$ cat src/rtl/prog_loader.sv
// Byte-stream program loader: receives a word count, little-endian instruction
// words and an XOR checksum, writes them to instruction memory and releases the CPU.
module prog_loader #(
  parameter int          DEPTH = 64,
  parameter int          AW    = 6,
  parameter logic [31:0] NOP   = 32'h0000_0013
) (
  input  logic          clk,
  input  logic          rst,
  input  logic          start,
  input  logic          in_valid,
  input  logic [7:0]    in_byte,
  output logic          in_ready,
  output logic          imem_we,
  output logic [AW-1:0] imem_addr,
  output logic [31:0]   imem_wdata,
  output logic          cpu_rst,
  output logic          done,
  output logic          err
);

  typedef enum logic [2:0] {
    S_IDLE,
    S_HDR,
    S_DATA,
    S_CHK,
    S_FILL,
    S_RUN,
    S_ERR
  } state_e;

  // One extra bit so a count equal to DEPTH is representable.
  localparam logic [AW:0] DEPTH_W = (AW+1)'(DEPTH);
  localparam logic [AW:0] ONE_W   = (AW+1)'(1);

  state_e        state_q, state_d;
  logic [AW:0]   n_q, n_d;
  logic [AW:0]   idx_q, idx_d;
  logic [1:0]    bcnt_q, bcnt_d;
  logic [23:0]   word_q, word_d;
  logic [7:0]    csum_q, csum_d;
  logic          we_q, we_d;
  logic [AW-1:0] addr_q, addr_d;
  logic [31:0]   wdata_q, wdata_d;

  logic accept;
  logic fill_active;

  assign in_ready    = (state_q == S_HDR) || (state_q == S_DATA) || (state_q == S_CHK);
  assign accept      = in_valid && in_ready;
  assign fill_active = (state_q == S_FILL);

  // NOTE: every _d gets its hold value before the case statement, so no path
  // leaves a variable unassigned and no latch is inferred.
  always_comb begin
    state_d = state_q;
    n_d     = n_q;
    idx_d   = idx_q;
    bcnt_d  = bcnt_q;
    word_d  = word_q;
    csum_d  = csum_q;
    we_d    = 1'b0;
    addr_d  = addr_q;
    wdata_d = wdata_q;

    if (start) begin
      // A start pulse from any state restarts the header; partial progress is dropped.
      state_d = S_HDR;
      idx_d   = '0;
      bcnt_d  = '0;
      word_d  = '0;
      csum_d  = '0;
    end else begin
      unique case (state_q)
        S_HDR: begin
          if (accept) begin
            if (in_byte == 8'd0 || int'(in_byte) > DEPTH) begin
              state_d = S_ERR;
            end else begin
              n_d     = (AW+1)'(in_byte);
              idx_d   = '0;
              bcnt_d  = '0;
              state_d = S_DATA;
            end
          end
        end
        S_DATA: begin
          if (accept) begin
            csum_d = csum_q ^ in_byte;
            bcnt_d = bcnt_q + 2'd1;
            word_d = {in_byte, word_q[23:8]};
            if (bcnt_q == 2'd3) begin
              we_d    = 1'b1;
              addr_d  = idx_q[AW-1:0];
              wdata_d = {in_byte, word_q};
              idx_d   = idx_q + ONE_W;
              if (idx_q + ONE_W == n_q) state_d = S_CHK;
            end
          end
        end
        S_CHK: begin
          if (accept) begin
            if (in_byte != csum_q)  state_d = S_ERR;
            else if (n_q < DEPTH_W) state_d = S_FILL;
            else                    state_d = S_RUN;
          end
        end
        S_FILL: begin
          idx_d = idx_q + ONE_W;
          if (idx_q == DEPTH_W - ONE_W) state_d = S_RUN;
        end
        default: ;
      endcase
    end
  end

  // NOTE: state registers use non-blocking assignments only, and every counter,
  // the checksum and the pending write are cleared by the asynchronous reset so a
  // reset mid-load can never emit a stale imem write.
  always_ff @(posedge clk or negedge rst) begin
    if (!rst) begin
      state_q <= S_IDLE;
      n_q     <= '0;
      idx_q   <= '0;
      bcnt_q  <= '0;
      word_q  <= '0;
      csum_q  <= '0;
      we_q    <= 1'b0;
      addr_q  <= '0;
      wdata_q <= '0;
    end else begin
      state_q <= state_d;
      n_q     <= n_d;
      idx_q   <= idx_d;
      bcnt_q  <= bcnt_d;
      word_q  <= word_d;
      csum_q  <= csum_d;
      we_q    <= we_d;
      addr_q  <= addr_d;
      wdata_q <= wdata_d;
    end
  end

  // Data writes come from the registered write port; NOP fill is driven straight
  // from the FILL state and its running index.
  assign imem_we    = we_q || fill_active;
  assign imem_addr  = fill_active ? idx_q[AW-1:0] : addr_q;
  assign imem_wdata = fill_active ? NOP : wdata_q;

  assign cpu_rst = (state_q != S_RUN);
  assign done    = (state_q == S_RUN);
  assign err     = (state_q == S_ERR);

endmodule

$ cat config.mk
export PLATFORM = sky130hd
export DESIGN_NAME = prog_loader
export DESIGN_NICKNAME = d
export VERILOG_FILES = /design/src/rtl/prog_loader.sv
export SDC_FILE = /design/constraint.sdc
export NUM_CORES = 1
export LEC_CHECK = 0
export CORE_MARGIN = 2
export CORE_UTILIZATION = 50
export CTS_CLUSTER_DIAMETER = 50
export DETAILED_ROUTE_END_ITERATION = 8
export PLACE_DENSITY_LB_ADDON = 0.05
export SYNTH_ARGS = -nofsm -noshare
export SYNTH_HDL_FRONTEND = slang
export SYNTH_SLANG_ARGS = --single-unit
$ cat constraint.sdc
create_clock -name clk -period 4.19 [get_ports clk]
set_clock_uncertainty 0.15 [all_clocks]
set_input_delay 0.838 -clock clk [delete_from_list [all_inputs] [get_ports clk]]
set_output_delay 0.838 -clock clk [all_outputs]
set_load 0.05 [all_outputs]
[After elaboration in Yosys (flattened, before gate mapping)]
Cells that the tools add are included.
Storage, ports and cells
  bits in registers: 90
  input port bits: 12
  output and inout bits: 43
  logic and storage cells: 85
Operators by class
  add/sub/neg operators: 2
  order comparisons: 2
  equality and inequality tests: 18
  muxes and demuxes: 34
  bitwise logic cells: 3
  reduce and logical (&&, ||, !) cells: 17
Operators with widths (count)
  $mux 24: 3
  $mux 7: 5
  $mux 32: 1
  $mux 3: 8
  $mux 8: 3
  $pmux 7 s3: 1
  $ne 3x3->1 const B: 5
  $pmux 3 s4: 1
  $reduce_and 4->1: 3
  $mux 2: 5
  $eq 3x3->1 const B: 3
  $ne 3x2->1 const B: 3
  $gt 8x7->1 const B: 1
  $logic_not 8->1: 1
  $ne 8x8->1: 1
  $xor 8x8->8: 1
  $add 7x1->7 const B: 1
  $eq 7x6->1 const B: 1
  $eq 7x7->1: 1
  $lt 7x7->1 const B: 1
  $reduce_and 7->1: 1
  $eq 3x2->1 const B: 2
  $mux 6: 1
  $mux 1: 5
  13 further kinds: 18

[Depth between registers and ports, before layout]
  depth in word-level cells: 7
  depth in mapped cells: 7
  gate-level depth less buffers: 6

[Worst setup path before layout]
No wires, ideal clock.
  kind: register to output
  start point: register state_q[1]
  end point: output imem_addr[2]
  arrival time: 2290 ps
  data required time: 3202 ps
  slack: 912 ps
  cell stages (with the launch flop): 7
  buffers on the path: 3
  path through: dfrtp_1 -> clkbuf_1 -> nor2_1 -> nand2_1 -> clkbuf_1 -> clkbuf_1 -> o21ai_0
Between the ends
  word-level cells in the longest chain between the ends: 2
RTL lines
  start, declared: RTL line 36  | state_e state_q, state_d;
  start signal, assigned: RTL line 132  | state_q <= state_d;
  $eq 3x3->1: RTL line 51  | assign fill_active = (state_q == S_FILL);
  $mux 6: RTL line 147  | assign imem_addr = fill_active ? idx_q[AW-1:0] : addr_q;
  end, declared: RTL line 15  | output logic [AW-1:0] imem_addr,
No other way between the ends.

[Worst setup path in the final report]
Same ends and word-level chain as after synthesis.

==> insert_results.sql <==
INSERT INTO impl_metrics (metric_group, metric, value, unit) VALUES
('run_status', 'status', 'complete, no violations', ''),
('place', 'detailed_place_hpwl', '6120', 'um'),
('power', 'intPower', '0.00122', 'W'),
('power', 'leakagePower', '2.35', 'nW'),
('sta', 'final-hold-violation-count', '0', ''),
('clocking', 'postcts_setup_bufs', '0', ''),
('power', 'ir_drop', '0.169', 'mV'),
('place', 'place.port_buffers', '54', ''),
('drt', 'antenna_left', '0', ''),
('layout', 'fin_nets', '480', ''),
('clocking', 'clock-root-buffer', 'clkbuf_8', ''),
('setup_path', 'timing.critical_path.max_delay_family', 'buffers and inverters', ''),
('clocking', 'clk_transition_reported_paths', '0.09', 'ns'),
('floorplan', 'die_height', '97.4', 'um'),
('power', 'swShare', '28.7', '%'),
('sta', 'final.setup.tns', '0', 'ns'),
('floorplan', 'num_rows', '34', ''),
('setup_path', 'critical_path_start_end_classification', 'reg -> out', ''),
('layout', 'syn_to_final_growth', '19.1', '%'),
('yosys', 'synth_cell_types', '45', ''),
('setup_path', 'crit_required', '3.20', 'ns'),
('yosys', 'synth_async_sr_flop_share', '100', '%'),
('yosys', 'synth_area_per_cell', '10.5', 'sq um'),
('yosys', 'synth_area', '4360', 'sq um'),
('sta', 'setup_repair_after_global_routing_missed_its_margin', 'false', ''),
('drt', 'detail_route.vias_per_cell', '5.30', ''),
('yosys', 'number_of_synthesized_register_bits', '90', ''),
('sta', 'layout_worst_path_cycle_share', '85.1', '%'),
('clocking', 'clock_tree.buffer_depth', '2', ''),
('global_routing', 'groute.usage.overall', '20.4', '%'),
('setup_path', 'cp_max_fo', '34', ''),
('yosys', 'netlist_instances', '417', ''),
('yosys', 'synth_top_flop_cell', 'dfrtp_1', ''),
('layout', 'antenna_cells_inserted', '0', ''),
('global_routing', 'grt_first_pass_wirelength', '15700', 'um'),
('drt', 'wirelength', '9170', 'um'),
('drt', 'firstDrtPassIters', '4', ''),
('clocking', 'cts_buffers', '9', ''),
('global_routing', 'grt_max_degree', '57', ''),
('clocking', 'insertion_delay', '0.36', 'ns'),
('power', 'seq_power_share', '54.3', '%'),
('layout', 'drive_above_1_share', '15.3', '%'),
('setup_path', 'startpoint_type', 'flip-flop', ''),
('layout', 'layout_common_cells', 'dfrtp_1, nand2_1, clkdlybuf4s50_1', ''),
('layout', 'final_core_utilization', '60.4', '%'),
('layout', 'final_cell_area', '5190', 'sq um'),
('layout', 'layout.cells.most_common', 'dfrtp_1', ''),
('yosys', 'yosysWarningCount', '0', ''),
('sta', 'fmax', '0.281', 'GHz'),
('place', 'placement.setup.worst_slack', '0.759', 'ns'),
('hold_path', 'hold_path.class', 'reg -> reg', ''),
('floorplan', 'die_area', '9480', 'sq um'),
('global_routing', 'first_global_vias', '3049', ''),
('layout', 'num-fill-cells', '743', ''),
('drt', 'drt-initial-drc-count', '144', ''),
('power', 'clock_power_share', '31.7', '%'),
('clocking', 'post_cts_resized', '0', ''),
('power', 'p_comb_share', '14.0', '%'),
('setup_path', 'crit_arrival', '2.58', 'ns'),
('setup_path', 'slowest_delay', '0.82', 'ns'),
('drt', 'remaining_drc_errors', '0', ''),
('clocking', 'tritoncts_num_sinks', '90', ''),
('clocking', 'postCtsHoldBufs', '0', ''),
('setup_path', 'critPathBufInv', '3', ''),
('sta', 'drv_slew', '0', ''),
('yosys', 'synth_sequential_area_ratio', '51.7', '%'),
('drt', 'wl_per_cell', '15.8', 'um'),
('layout', 'number_of_standard_cells_in_the_layout_taps_in_and_fillers_out', '579', ''),
('clocking', 'htree_num_levels', '3', ''),
('global_routing', 'antenna_violations_before_repair', '0', ''),
('drt', 'num_vias', '3071', '');
==> worst min-delay path: cells and delay by family (launching register included) <==
kind             cells  cell delay [ns]
AND/OR/NAND/NOR      1             0.05
AO/OA/AOI/OAI        1             0.06
flip-flops           1             0.36
==> power groups by stage <==
stage	sequential, W	clock, W	combinational (W)
floorplan	0.000939	0	0.000160
global placement	0.000948	0	0.000241
detailed placement	0.000949	0	0.000244
CTS	0.000931	0.000557	0.000245
global route	0.000935	0.000587	0.000268
finish	0.000931	0.000544	0.000241
==> synth_stat cells (2+ instances only) <==
cell	instances	area, sq um
nand3_1	8	40.0
a21oi_1	28	140
mux2_1	5	56.3
nand2_1	73	274
o21ai_0	8	40.0
nor4_1	2	12.5
a22oi_1	4	30.0
nand2b_1	14	87.6
buf_1	6	22.5
o32ai_1	4	35.0
and3_1	3	18.8
o22ai_1	2	12.5
xor2_1	16	140
mux2_2	40	450
xnor2_1	11	96.3
ha_1	2	25.0
nor2_1	18	67.6
clkbuf_1	16	60.1
dfrtp_1	90	2250
nor2b_1	4	25.0
buf_2	2	10.0
inv_1	5	18.8
and2_1	31	194
nor3_1	4	20.0
==> sequential cells by signal (all words and copies together), names as in the netlist <==
signal,cells
addr_q,6
bcnt_q,2
csum_q,8
idx_q,7
n_q,7
state_q,3
wdata_q,32
we_q,1
word_q,24
==> cell families (layout without fill, tap and decap cells) <==
family / Yosys count / after routing / share of synthesized area [%]
multiplexers: 46 / 46 / 11.9
adder cells (fa/ha/maj): 2 / 2 / 0.574
flip-flops: 90 / 90 / 51.7
XOR/XNOR: 27 / 27 / 5.43
AND/OR/NAND/NOR: 169 / 169 / 19.9
AO/OA/AOI/OAI: 54 / 54 / 8.01
buffers and inverters: 29 / 83 / 2.56
==> area by class of cell <==
type | count | area (sq um) | area share, %
Clock buffer | 10 | 128 | 2.46
Inverter | 5 | 18.8 | 0.362
Sequential cell | 90 | 2250 | 43.4
Timing Repair Buffer | 62 | 611 | 11.8
Multi-Input combinational cell | 298 | 1990 | 38.4
Tap cell | 108 | 135 | 2.60
Clock inverter | 6 | 50.0 | 0.965
==> through the flow <==
step	hold WS (ns)	total power (W)
finish	0.342	0.00172
floorplan	0.300	0.00110
detailed placement	0.324	0.00119
global placement	0.313	0.00119
CTS	0.345	0.00173
global route	0.371	0.00179
==> per-layer routing <==
metal / global-route usage [%] / up-vias / part of all wire, %
li1: - / 1506 / -
met1: 30.9 / 1510 / 50
met2: 31.0 / 51 / 47
met3: 2.81 / 4 / 2.9
met4: 5.77 / 0 / 0.70
met5: 0 / - / 0
==> worst paths after layout <==
kind	from	to	slack [ns]	depth (start not counted)
worst max register to register	state_q[1]	n_q[2]	1.80	6
worst min register to register	addr_q[2]	addr_q[2]	0.34	2
worst max-delay path	state_q[1]	imem_addr[2]	0.63	6
worst min-delay path	addr_q[2]	addr_q[2]	0.34	2
max in group asynchronous	rst	word_q[17]	2.76	2
min in group asynchronous	rst	wdata_q[25]	0.38	1
Power figures use the tool's default switching activity.
